===== src/rtl/bus_poll_reader.sv =====
// Polls a masked set of three-state bus sources one at a time and queues
// {source, data} captures into a small first-word-fall-through buffer.
module bus_poll_reader #(
  parameter int DEPTH = 4
) (
  input  logic       CP,
  input  logic       MR,
  input  logic       START,
  input  logic [3:0] MASK,
  input  logic [3:0] BUS,
  input  logic       READY,
  output logic [3:0] OE,
  output logic       BUSY,
  output logic [3:0] DOUT,
  output logic [1:0] SRC,
  output logic       VALID,
  output logic [2:0] COUNT
);

  typedef enum logic [1:0] {IDLE, SELECT, CAPTURE, GAP} state_t;

  state_t      state_q, state_d;
  logic [3:0]  mask_q, mask_d;
  logic [1:0]  idx_q, idx_d;
  logic [3:0]  oe_q, oe_d;
  logic [5:0]  mem [DEPTH];
  logic [1:0]  wptr_q, rptr_q;
  logic [2:0]  count_q;
  logic        full, push, pop;

  function automatic logic [1:0] first_set(input logic [3:0] m);
    first_set = 2'd0;
    for (int j = 3; j >= 0; j--)
      if (m[j]) first_set = 2'(j);
  endfunction

  function automatic logic [3:0] above(input logic [3:0] m, input logic [1:0] i);
    above = m & (4'b1110 << i);
  endfunction

  assign full  = (count_q == 3'(DEPTH));
  assign VALID = (count_q != 3'd0);
  assign pop   = VALID && READY;
  // A full buffer can still take a capture when the head leaves on the same edge.
  assign push  = (state_q == CAPTURE) && (!full || pop);

  always_comb begin
    state_d = state_q;
    mask_d  = mask_q;
    idx_d   = idx_q;
    case (state_q)
      IDLE: begin
        if (START && (MASK != 4'b0000)) begin
          mask_d  = MASK;
          idx_d   = first_set(MASK);
          state_d = SELECT;
        end
      end
      SELECT:  state_d = CAPTURE;
      CAPTURE: begin
        if (push) state_d = (above(mask_q, idx_q) != 4'b0000) ? GAP : IDLE;
      end
      GAP: begin
        idx_d   = first_set(above(mask_q, idx_q));
        state_d = SELECT;
      end
      default: state_d = IDLE;
    endcase
    oe_d = 4'b1111;
    if ((state_d == SELECT) || (state_d == CAPTURE)) oe_d[idx_d] = 1'b0;
  end

  always_ff @(posedge CP) begin
    if (!MR) begin
      state_q <= IDLE;
      mask_q  <= 4'b0000;
      idx_q   <= 2'd0;
      oe_q    <= 4'b1111;
      wptr_q  <= 2'd0;
      rptr_q  <= 2'd0;
      count_q <= 3'd0;
    end else begin
      state_q <= state_d;
      mask_q  <= mask_d;
      idx_q   <= idx_d;
      oe_q    <= oe_d;
      if (push) wptr_q <= wptr_q + 2'd1;
      if (pop)  rptr_q <= rptr_q + 2'd1;
      case ({push, pop})
        2'b10:   count_q <= count_q + 3'd1;
        2'b01:   count_q <= count_q - 3'd1;
        default: count_q <= count_q;
      endcase
    end
  end

  always_ff @(posedge CP) begin
    if (MR && push) mem[wptr_q] <= {idx_q, BUS};
  end

  assign OE    = oe_q;
  assign BUSY  = (state_q != IDLE);
  assign COUNT = count_q;
  assign DOUT  = mem[rptr_q][3:0];
  assign SRC   = mem[rptr_q][5:4];

endmodule


===== config.mk =====
export PLATFORM = sky130hd
export DESIGN_NAME = bus_poll_reader
export DESIGN_NICKNAME = d
export VERILOG_FILES = /design/src/rtl/bus_poll_reader.sv
export SDC_FILE = /design/constraint.sdc
export NUM_CORES = 1
export LEC_CHECK = 0
export CAP_MARGIN = 20
export CORE_ASPECT_RATIO = 0.7
export CORE_MARGIN = 2
export CORE_UTILIZATION = 54
export CTS_BUF_LIST = sky130_fd_sc_hd__clkbuf_4 sky130_fd_sc_hd__clkbuf_8 sky130_fd_sc_hd__clkbuf_16
export DETAILED_ROUTE_END_ITERATION = 6
export PLACE_DENSITY = 0.79
export REMOVE_ABC_BUFFERS = 1
export SLEW_MARGIN = 5
export SYNTH_ARGS = -nofsm -noshare
export SYNTH_HDL_FRONTEND = slang
export SYNTH_SLANG_ARGS = --single-unit
export TNS_END_PERCENT = 10

===== constraint.sdc =====
create_clock -name CP -period 3.5 [get_ports CP]
set_clock_uncertainty 0.15 [all_clocks]
set_input_delay 0.875 -clock CP [delete_from_list [all_inputs] [get_ports CP]]
set_output_delay 0.875 -clock CP [all_outputs]
set_load 0.03 [all_outputs]

==> results.yml, run 1 <==
logic_synthesis:
  synth_top_cells_by_count: "edfxtp_1 (24), dfxtp_1 (20), nor2_1 (14)"
  yosysTopAreaCell: "edfxtp_1"
  synthCells: 157
  synth_area_per_cell_um2: 12.6
  yosysSeqAreaShare_pct: 56.5
  ys_seq_elements: 44
  synth_edf_count: 24
  synthFlopType: "edfxtp_1"
  async_reset_ff_share_pct: 0
  synthTopCellsByArea: "edfxtp_1 (36%), dfxtp_1 (20%), mux4_2 (6.8%)"
  yosysWarnings: 0
  syn_area_um2: 1980
  yosysTopAreaCellShare_pct: 36.3
  synthDistinctLibCells: 40
  yosysMostFrequentCell: "edfxtp_1"
floorplanning:
  start_util_pct: 56.5
  core_area_um2: 3510
  die-height_um: 54.7
  rows: 18
  ios: 27
  die_area_um2: 4180
  die_w_um: 76.5
cells_and_area:
  layout-drive-gt1-share_pct: 12.8
  finalNonFillerCells: 238
  fin_util_pct: 67.9
  nets: 208
  fillers: 282
  design_area_um2: 2390
  antennaDiodeCount: 0
  area_growth_syn_to_layout_pct: 20.3
sta:
  slew-limit-headroom_pct: 63.8
  finalHoldViolations: 0
  finalSetupViolations: 0
  slew_violations: 0
  timing.final.crit_share_pct: 87.6
  clock.fmax_ghz: 0.326
  rsz0062_at_grt: "no"
  finalSetupTns_ns: 0
  period_minus_slack_ns: 3.07
  worst_pin_slew_ns: 0.537
worst_setup_path:
  worstPathRequired_ns: 2.47
  reg2reg_slack_ns: 1.07
  path_class: "reg2out"
  critPathTopFamily: "buffers and inverters"
  crit_slowest_cell: "clkdlybuf4s50_1"
  critPathMaxStageDelay_ns: 0.61
  crit_fanout: 6
  arrival_ns: 2.04
  critPathCaptureType: "primary output"
  crit_chain: "mux4_2, clkdlybuf4s50_1"
  crit_buf_inv: 1
  startpoint_type: "flip-flop"
clocking:
  cts_buffer_depth: 2
  cts_resized: 0
  clock_latency_ns: 0.30
  clock-sinks: 44
  root_buffer: "clkbuf_8"
  holdBufCountCts: 0
  cts_buffers: 5
  htreeDepth: 2
  clkTransAtPathRegs_ns: 0.08
  cts_tree: "built"
  postCtsSetupRepairBufs: 0
drt:
  ant_nets: 0
  vias: 1312
  drt_iter0_drc: 77
  routed_wl_mm: 3.62
  wl_per_cell_um: 15.2
  vias_per_cell: 5.51
  dr.pass1.iters: 4
  remaining_drc_errors: 0
placement:
  dp_hpwl_mm: 2.65
  dp.cells: 230
  placement.cell_area_um2: 2300
  routabilityCongestion: 0.818
  port_buffers: 26
pwr:
  peakVddDrop_v: 0.000458
  power_mw: 1.70
  power_density_nw_per_um2: 711
  p_leak_nw: 0.856
global_route:
  grt_max_degree: 16
  antenna_found_initial: 0
  grt_pass1_wl_mm: 5.75
  grt_usage_pct: 18.6
  overflow: 0
  first_global_vias: 1208
hold_path:
  holdCritPathClass: "reg2reg"
job:
  cap_violations: 0
status:
  status: "finished clean"
layer usage:
metal / track usage (%) / vias to the layer above / part of all wire, %
met1: 24.0 / 637 / 43
met2: 31.7 / 48 / 49
met3: 4.46 / 7 / 6.9
met4: 6.36 / 0 / 1.1
li1: - / 620 / -
met5: 0 / - / 0
through the flow:
stage	hold WS, ns	worst slack [ns]
after CTS	0.320	0.394
after global routing	0.354	0.323
final	0.316	0.435
after global placement	0.305	0.332
after floorplan	0.287	0.772
after detailed placement	0.309	0.195
sequential cells by signal (all words and copies together) (netlist names), named ones only:
name / cells
COUNT: 3
OE: 4
idx_q: 2
mask_q: 3
mem: 24
rptr_q: 2
state_q: 2
wptr_q: 2
power breakdown:
| group | leakage, nW | switching, mW | internal (mW) |
|---|---|---|---|
| combinational | 0.433 | 0.395 | 0.306 |
| sequential | 0.379 | 0.0731 | 0.610 |
| clock | 0.0446 | 0.167 | 0.147 |
cell usage in the layout, fill, tap and decap left out, types with 2 or more instances in the layout:
cell,synthesis,final
nand3_1,6,6
o21ai_0,3,3
nor4_1,3,3
mux4_2,6,6
or3_1,3,3
clkdlybuf4s50_1,0,26
and2_1,2,2
a21oi_2,2,2
nor2b_1,2,2
edfxtp_1,24,24
nand2_1,7,7
mux2i_1,2,2
clkbuf_8,0,5
xor2_1,3,3
nor2_1,14,14
and3_1,4,4
xnor2_1,2,2
a21oi_1,8,8
dfxtp_1,20,20
ha_1,8,8
nand2b_1,3,3
o21ai_1,2,2
inv_1,12,12
tightest hold or removal path, stage by stage, from the launching register on:
cell     delay, ns
dfxtp_1       0.32
nand2_1       0.05
a21oi_1       0.05
cell families after synthesis:
kind of cell	synth area share, %
buffers and inverters	3.28
and+or+nand+nor	14.4
DFF	56.5
adders and majority gates	6.05
xor gates and xnor gates	3.03
muxes	7.82
AOI/OAI and AO/OA	8.95
cell type report:
| cell class | count | area [um^2] | share of cell area, % |
|---|---|---|---|
| Clock inverter | 2 | 12.5 | 0.524 |
| Timing Repair Buffer | 27 | 268 | 11.2 |
| Multi-Input combinational cell | 96 | 798 | 33.4 |
| Sequential cell | 44 | 1120 | 47.0 |
| Inverter | 13 | 48.8 | 2.04 |
| Tap cell | 50 | 62.6 | 2.62 |
| Clock buffer | 6 | 76.3 | 3.20 |
worst paths after layout:
kind	from	to	cells after the start
max	flip-flop	SRC[1]	2
min	mask_q[1]$_SDFFE_PN0P_	mask_q[1]$_SDFFE_PN0P_	2
max reg2reg	state_q[0]$_SDFF_PN0_	COUNT[2]$_SDFFE_PN0P_	10
min reg2reg	mask_q[1]$_SDFFE_PN0P_	mask_q[1]$_SDFFE_PN0P_	2
Note: power is estimated with default switching activity, not from simulation.
==> run 2: changes to the inputs <==
Settings changed: CORE_UTILIZATION 54 to 58, CTS_CLUSTER_SIZE set to 25, PLACE_DENSITY 0.79 to 0.84.
Clock period 3.5 ns to 3.7 ns, I/O delays scaled along.
==> run 2 against run 1 <==
Net effect:
- sequential share of layout area down 0.22 points
- critical endpoint is now COUNT[2]$_SDFFE_PN0P_
- largest power group unchanged
- clock power up 16%
- register-to-register slack better by 0.11 ns
- first-iteration DRC count up 22%
- largest cell class unchanged
==> results.yml, run 2 (synthesized netlist as in run 1, its figures left out) <==
sta:
  slew_violations: 0
  clock.fmax_ghz: 0.314
  slew-limit-headroom_pct: 66.9
  timing.final.crit_share_pct: 86.0
  worst_pin_slew_ns: 0.496
  period_minus_slack_ns: 3.18
  finalHoldViolations: 0
  finalSetupViolations: 0
  setup_ws_ns: 0.520
  finalSetupTns_ns: 0
  rsz0062_at_grt: "no"
drt:
  drt_iter0_drc: 94
  vias: 1278
  vias_per_cell: 5.46
  dr.pass1.iters: 4
  wl_met2_mm: 1.84
  routed-wl-met3_um: 149
  highest_layer: "met4"
  met1_length_mm: 1.72
  wl_per_cell_um: 16.0
  routed_wl_mm: 3.74
  ant_nets: 0
  remaining_drc_errors: 0
hold_path:
  holdCritPathClass: "reg2reg"
  hold_depth: 2
  whs_endpoint: "mask_q[1]$_SDFFE_PN0P_"
  holdCritStartpoint: "mask_q[1]$_SDFFE_PN0P_"
worst_setup_path:
  path_class: "in2reg"
  cp_common_cell: "inv_1"
  crit_chain: "clkdlybuf4s50_1, nor4b_4, nor2b_1, inv_1, ha_1, inv_1, fa_1, xor2_1, or3_1, a21oi_1"
  arrival_ns: 3.25
  r2r-end: "COUNT[2]$_SDFFE_PN0P_"
  reg2reg_slack_ns: 1.18
  critPathCaptureType: "flip-flop"
  r2r-start: "COUNT[0]$_SDFFE_PN0P_"
  crit_fanout: 7
  ff2ff_path_depth: 9
  worstPathRequired_ns: 3.77
  startpoint_type: "primary input"
  crit_slowest_cell: "clkdlybuf4s50_1"
  critPathMaxStageDelay_ns: 0.47
placement:
  dp_hpwl_mm: 2.83
  port_buffers: 26
  pre_cts_ws_ns: 0.236
  placement.cell_area_um2: 2290
  routabilityCongestion: 0.803
clocking:
  clock_latency_ns: 0.29
  cts_buffers: 5
  cts_buffer_depth: 2
  htreeDepth: 2
  clkTransAtPathRegs_ns: 0.08
  postCtsSetupRepairBufs: 0
  cts_resized: 0
  cts_tree: "built"
  root_buffer: "clkbuf_8"
  holdBufCountCts: 0
  clock-sinks: 44
pwr:
  power.switching_mw: 0.595
  peakVddDrop_v: 0.000503
  p_leak_nw: 0.865
  power_mw: 1.66
  p_int_mw: 1.07
  p_comb_share_pct: 39.1
  power_density_nw_per_um2: 694
  p_sw_share_pct: 35.8
  clkPwrFrac_pct: 21.8
  seq_power_share_pct: 39.1
cells_and_area:
  nets: 207
  final_cell_mix: "clkdlybuf4s50_1 (26), edfxtp_1 (24), dfxtp_1 (20), nor2_1 (14), inv_1 (12)"
  largest_register: "mem"
  antennaDiodeCount: 0
  design_area_um2: 2400
  layout-drive-gt1-share_pct: 12.3
  largest_register_ffs: 24
  final_common_cell: "clkdlybuf4s50_1"
  area_growth_syn_to_layout_pct: 20.9
global_route:
  grt_pass1_wl_mm: 5.94
  antenna_found_initial: 0
  first_global_vias: 1279
  overflow: 0
  grt_max_degree: 16
  grt_usage_pct: 21.3
floorplanning:
  die-height_um: 52.9
  rows: 17
  die_w_um: 73.9
  ios: 27
  start_util_pct: 61.8
  core_area_um2: 3210
  die_area_um2: 3910
job:
  cap_violations: 0
status:
  status: "finished clean"
==> run 2: critical path, delay by kind of cell <==
family	cells	cell delay, ns
xor gates and xnor gates	1	0.16
adders and majority gates	2	0.56
and+or+nand+nor	3	0.84
AOI/OAI and AO/OA	1	0.14
buffers and inverters	3	0.63
==> run 2: worst max path at each step <==
| stage | start | to | cells after the start |
|---|---|---|---|
| floorplan | READY | COUNT[2]$_SDFFE_PN0P_ | 9 |
| global placement | READY | COUNT[2]$_SDFFE_PN0P_ | 10 |
| detailed placement | READY | COUNT[2]$_SDFFE_PN0P_ | 10 |
| CTS | READY | COUNT[2]$_SDFFE_PN0P_ | 10 |
| global route | READY | COUNT[2]$_SDFFE_PN0P_ | 10 |
| finish | READY | COUNT[2]$_SDFFE_PN0P_ | 10 |
==> run 2: layout make-up <==
cell class,instances,area (um^2)
repair buffers,26,260
clock inverters,2,35.0
well taps,47,58.8
multi-input cells,96,798
clock buffers,6,76.3
inverters,13,48.8
flip-flops and latches,44,1120
fillers,209,813
==> run 2: power groups by stage <==
stage               combinational, mW  clock, mW  sequential, mW
floorplan                       0.426          0           0.675
global placement                0.627          0           0.652
detailed placement              0.647          0           0.663
CTS                             0.649      0.363           0.652
global route                    0.701      0.383           0.660
finish                          0.651      0.363           0.650
==> run 2: metal layers <==
layer,GRT usage [%],up-vias
met5,0,-
met4,6.97,0
met3,5.33,5
met2,34.8,37
met1,28.1,620
li1,-,616
==> run 2: stage by stage <==
step / std cells / util [%] / hold slack (ns)
6_report: 234 / 74.7 / 0.310
5_1_grt: 234 / 74.7 / 0.374
4_1_cts: 234 / 74.7 / 0.313
3_5_place_dp: 226 / 71.2 / 0.303
3_3_place_gp: 226 / 71.2 / 0.305
2_1_floorplan: 153 / - / 0.287
==> run 3: changes to the inputs <==
Settings changed: CORE_ASPECT_RATIO 0.7 to 1.2, CORE_UTILIZATION 58 to 50, PLACE_DENSITY 0.84 to 0.74.
==> run 3 against run 2 <==
Net effect:
- final area up 0.52%
- hold slack gained 0.018 ns
- flip-flop and latch count unchanged
- clock power is 2% higher
- core utilization fell by 13 points
- non-clock buffer count stayed put
- highest routed layer unchanged
- routed wire length down 9.0%
- critical path depth did not move
- setup slack improved by 0.011 ns
- combinational power is 0.9% lower
- die area grew 15%
==> results.yml, run 3 (synthesized netlist as in run 1, its figures left out) <==
cells_and_area:
  final_common_cell: "clkdlybuf4s50_1"
  largest_register: "mem"
  area_growth_syn_to_layout_pct: 21.5
  antennaDiodeCount: 0
  multiInputGateArea_um2: 798
  layout-drive-gt1-share_pct: 12.3
  final_cell_mix: "clkdlybuf4s50_1 (26), edfxtp_1 (24), dfxtp_1 (20), nor2_1 (14), inv_1 (12)"
  register_area_um2: 1120
  fillers: 317
  fin_util_pct: 62.2
  nets: 207
  largest_register_ffs: 24
  finalNonFillerCells: 241
hold_path:
  holdCritPathClass: "reg2reg"
  hold_depth: 2
  whs_endpoint: "mask_q[1]$_SDFFE_PN0P_"
  holdCritStartpoint: "mask_q[1]$_SDFFE_PN0P_"
worst_setup_path:
  crit_slowest_cell: "clkdlybuf4s50_1"
  ff2ff_path_depth: 10
  critPathTopFamily: "simple AND/OR/NAND/NOR gates"
  crit_start: "READY"
  cp_common_cell: "inv_1"
  critPathMaxStageDelay_ns: 0.45
  path_class: "in2reg"
  crit_buf_inv: 3
  critPathCaptureType: "flip-flop"
  worstPathRequired_ns: 3.77
  r2r-end: "COUNT[2]$_SDFFE_PN0P_"
  reg2reg_slack_ns: 1.17
  crit_chain: "clkdlybuf4s50_1, nor4b_4, nor2b_1, inv_1, ha_1, inv_1, fa_1, xor2_1, or3_1, a21oi_1"
  arrival_ns: 3.24
  r2r-start: "state_q[0]$_SDFF_PN0_"
  crit_fanout: 7
  startpoint_type: "primary input"
job:
  cap_violations: 0
placement:
  routabilityCongestion: 0.793
  pre_cts_ws_ns: 0.217
  dp.cells: 233
  dp_hpwl_mm: 2.54
  port_buffers: 26
clocking:
  postCtsSetupRepairBufs: 0
  htreeDepth: 2
  root_buffer: "clkbuf_8"
  clock-sinks: 44
  cts_buffer_depth: 2
  cts_resized: 0
  clkTransAtPathRegs_ns: 0.09
  holdBufCountCts: 0
  clock_latency_ns: 0.29
  cts_tree: "built"
  cts_buffers: 5
sta:
  finalSetupTns_ns: 0
  worst_pin_slew_ns: 0.515
  clock.fmax_ghz: 0.316
  setup_ws_ns: 0.531
  rsz0062_at_grt: "no"
  timing.final.crit_share_pct: 85.6
  slew_violations: 0
  period_minus_slack_ns: 3.17
  finalSetupViolations: 0
  finalHoldViolations: 0
  slew-limit-headroom_pct: 65.6
global_route:
  grt_pass1_wl_mm: 5.53
  antenna_found_initial: 0
  grt_usage_pct: 16.9
  overflow: 0
  first_global_vias: 1271
  grt_max_degree: 16
floorplanning:
  core_area_um2: 3880
  die_w_um: 61.5
  die_area_um2: 4490
  start_util_pct: 51.2
  die-height_um: 73.0
  rows: 25
  ios: 27
status:
  status: "finished clean"
pwr:
  p_leak_nw: 0.861
  peakVddDrop_v: 0.000516
  power_density_nw_per_um2: 689
drt:
  vias_per_cell: 5.24
  ant_nets: 0
  drt_iter0_drc: 42
  dr.pass1.iters: 4
  remaining_drc_errors: 0
  wl_per_cell_um: 14.1
  routed_wl_mm: 3.41
  vias: 1262
-- run 3: changes by cell type in the layout (fill, tap and decap cells not counted) --
cell        change
inv_6           +1
clkinvlp_4      +1
clkbuf_4        -1
clkinv_2        -1
-- run 3: where the power goes --
part / switching (mW) / internal [mW] / total [mW] / leakage, nW
registers: 0.0699 / 0.577 / 0.647 / 0.379
logic: 0.361 / 0.284 / 0.645 / 0.427
clock network: 0.167 / 0.203 / 0.371 / 0.0548
total: 0.598 / 1.06 / 1.66 / 0.861
-- run 3: metal layers --
| layer | vias to the layer above | part of all wire (%) | track usage [%] |
|---|---|---|---|
| met2 | 28 | 53 | 29.1 |
| met3 | 10 | 4.1 | 4.61 |
| met4 | 0 | 2.4 | 7.33 |
| met5 | - | 0 | 0 |
| li1 | 618 | - | - |
| met1 | 606 | 41 | 19.1 |
-- run 3: cell type report --
cell class	count	share of cell area [%]
tap	54	2.80
clock buffer	5	2.85
timing repair buffer	26	10.8
inverter	13	2.02
clock inverter	3	1.92
multi-input combinational	96	33.1
sequential	44	46.5
-- run 3: worst max-delay path by stage --
stage	end	slack (ns)	depth (start not counted)
final	COUNT[2]$_SDFFE_PN0P_	0.53	10
after global routing	COUNT[2]$_SDFFE_PN0P_	0.44	10
after CTS	COUNT[2]$_SDFFE_PN0P_	0.53	10
after detailed placement	COUNT[2]$_SDFFE_PN0P_	0.22	10
after global placement	COUNT[2]$_SDFFE_PN0P_	0.38	10
after floorplan	COUNT[2]$_SDFFE_PN0P_	0.92	9
-- run 3: worst register-to-register path, cell delays in order, from the launching register on --
cell and delay [ns]:
dfxtp_1 0.42, inv_1 0.10, ha_1 0.21, nor2b_1 0.21, inv_1 0.10, ha_1 0.19
inv_1 0.06, fa_1 0.39, xor2_1 0.17, or3_1 0.32, a21oi_1 0.14
-- run 3: per-stage QoR --
step | hold slack, ns | instance area (um^2) | power [mW]
after floorplan | 0.287 | 1970 | 1.10
after global placement | 0.310 | 2300 | 1.27
after detailed placement | 0.317 | 2300 | 1.30
after CTS | 0.330 | 2410 | 1.68
after global routing | 0.342 | 2410 | 1.75
final | 0.328 | 2410 | 1.66
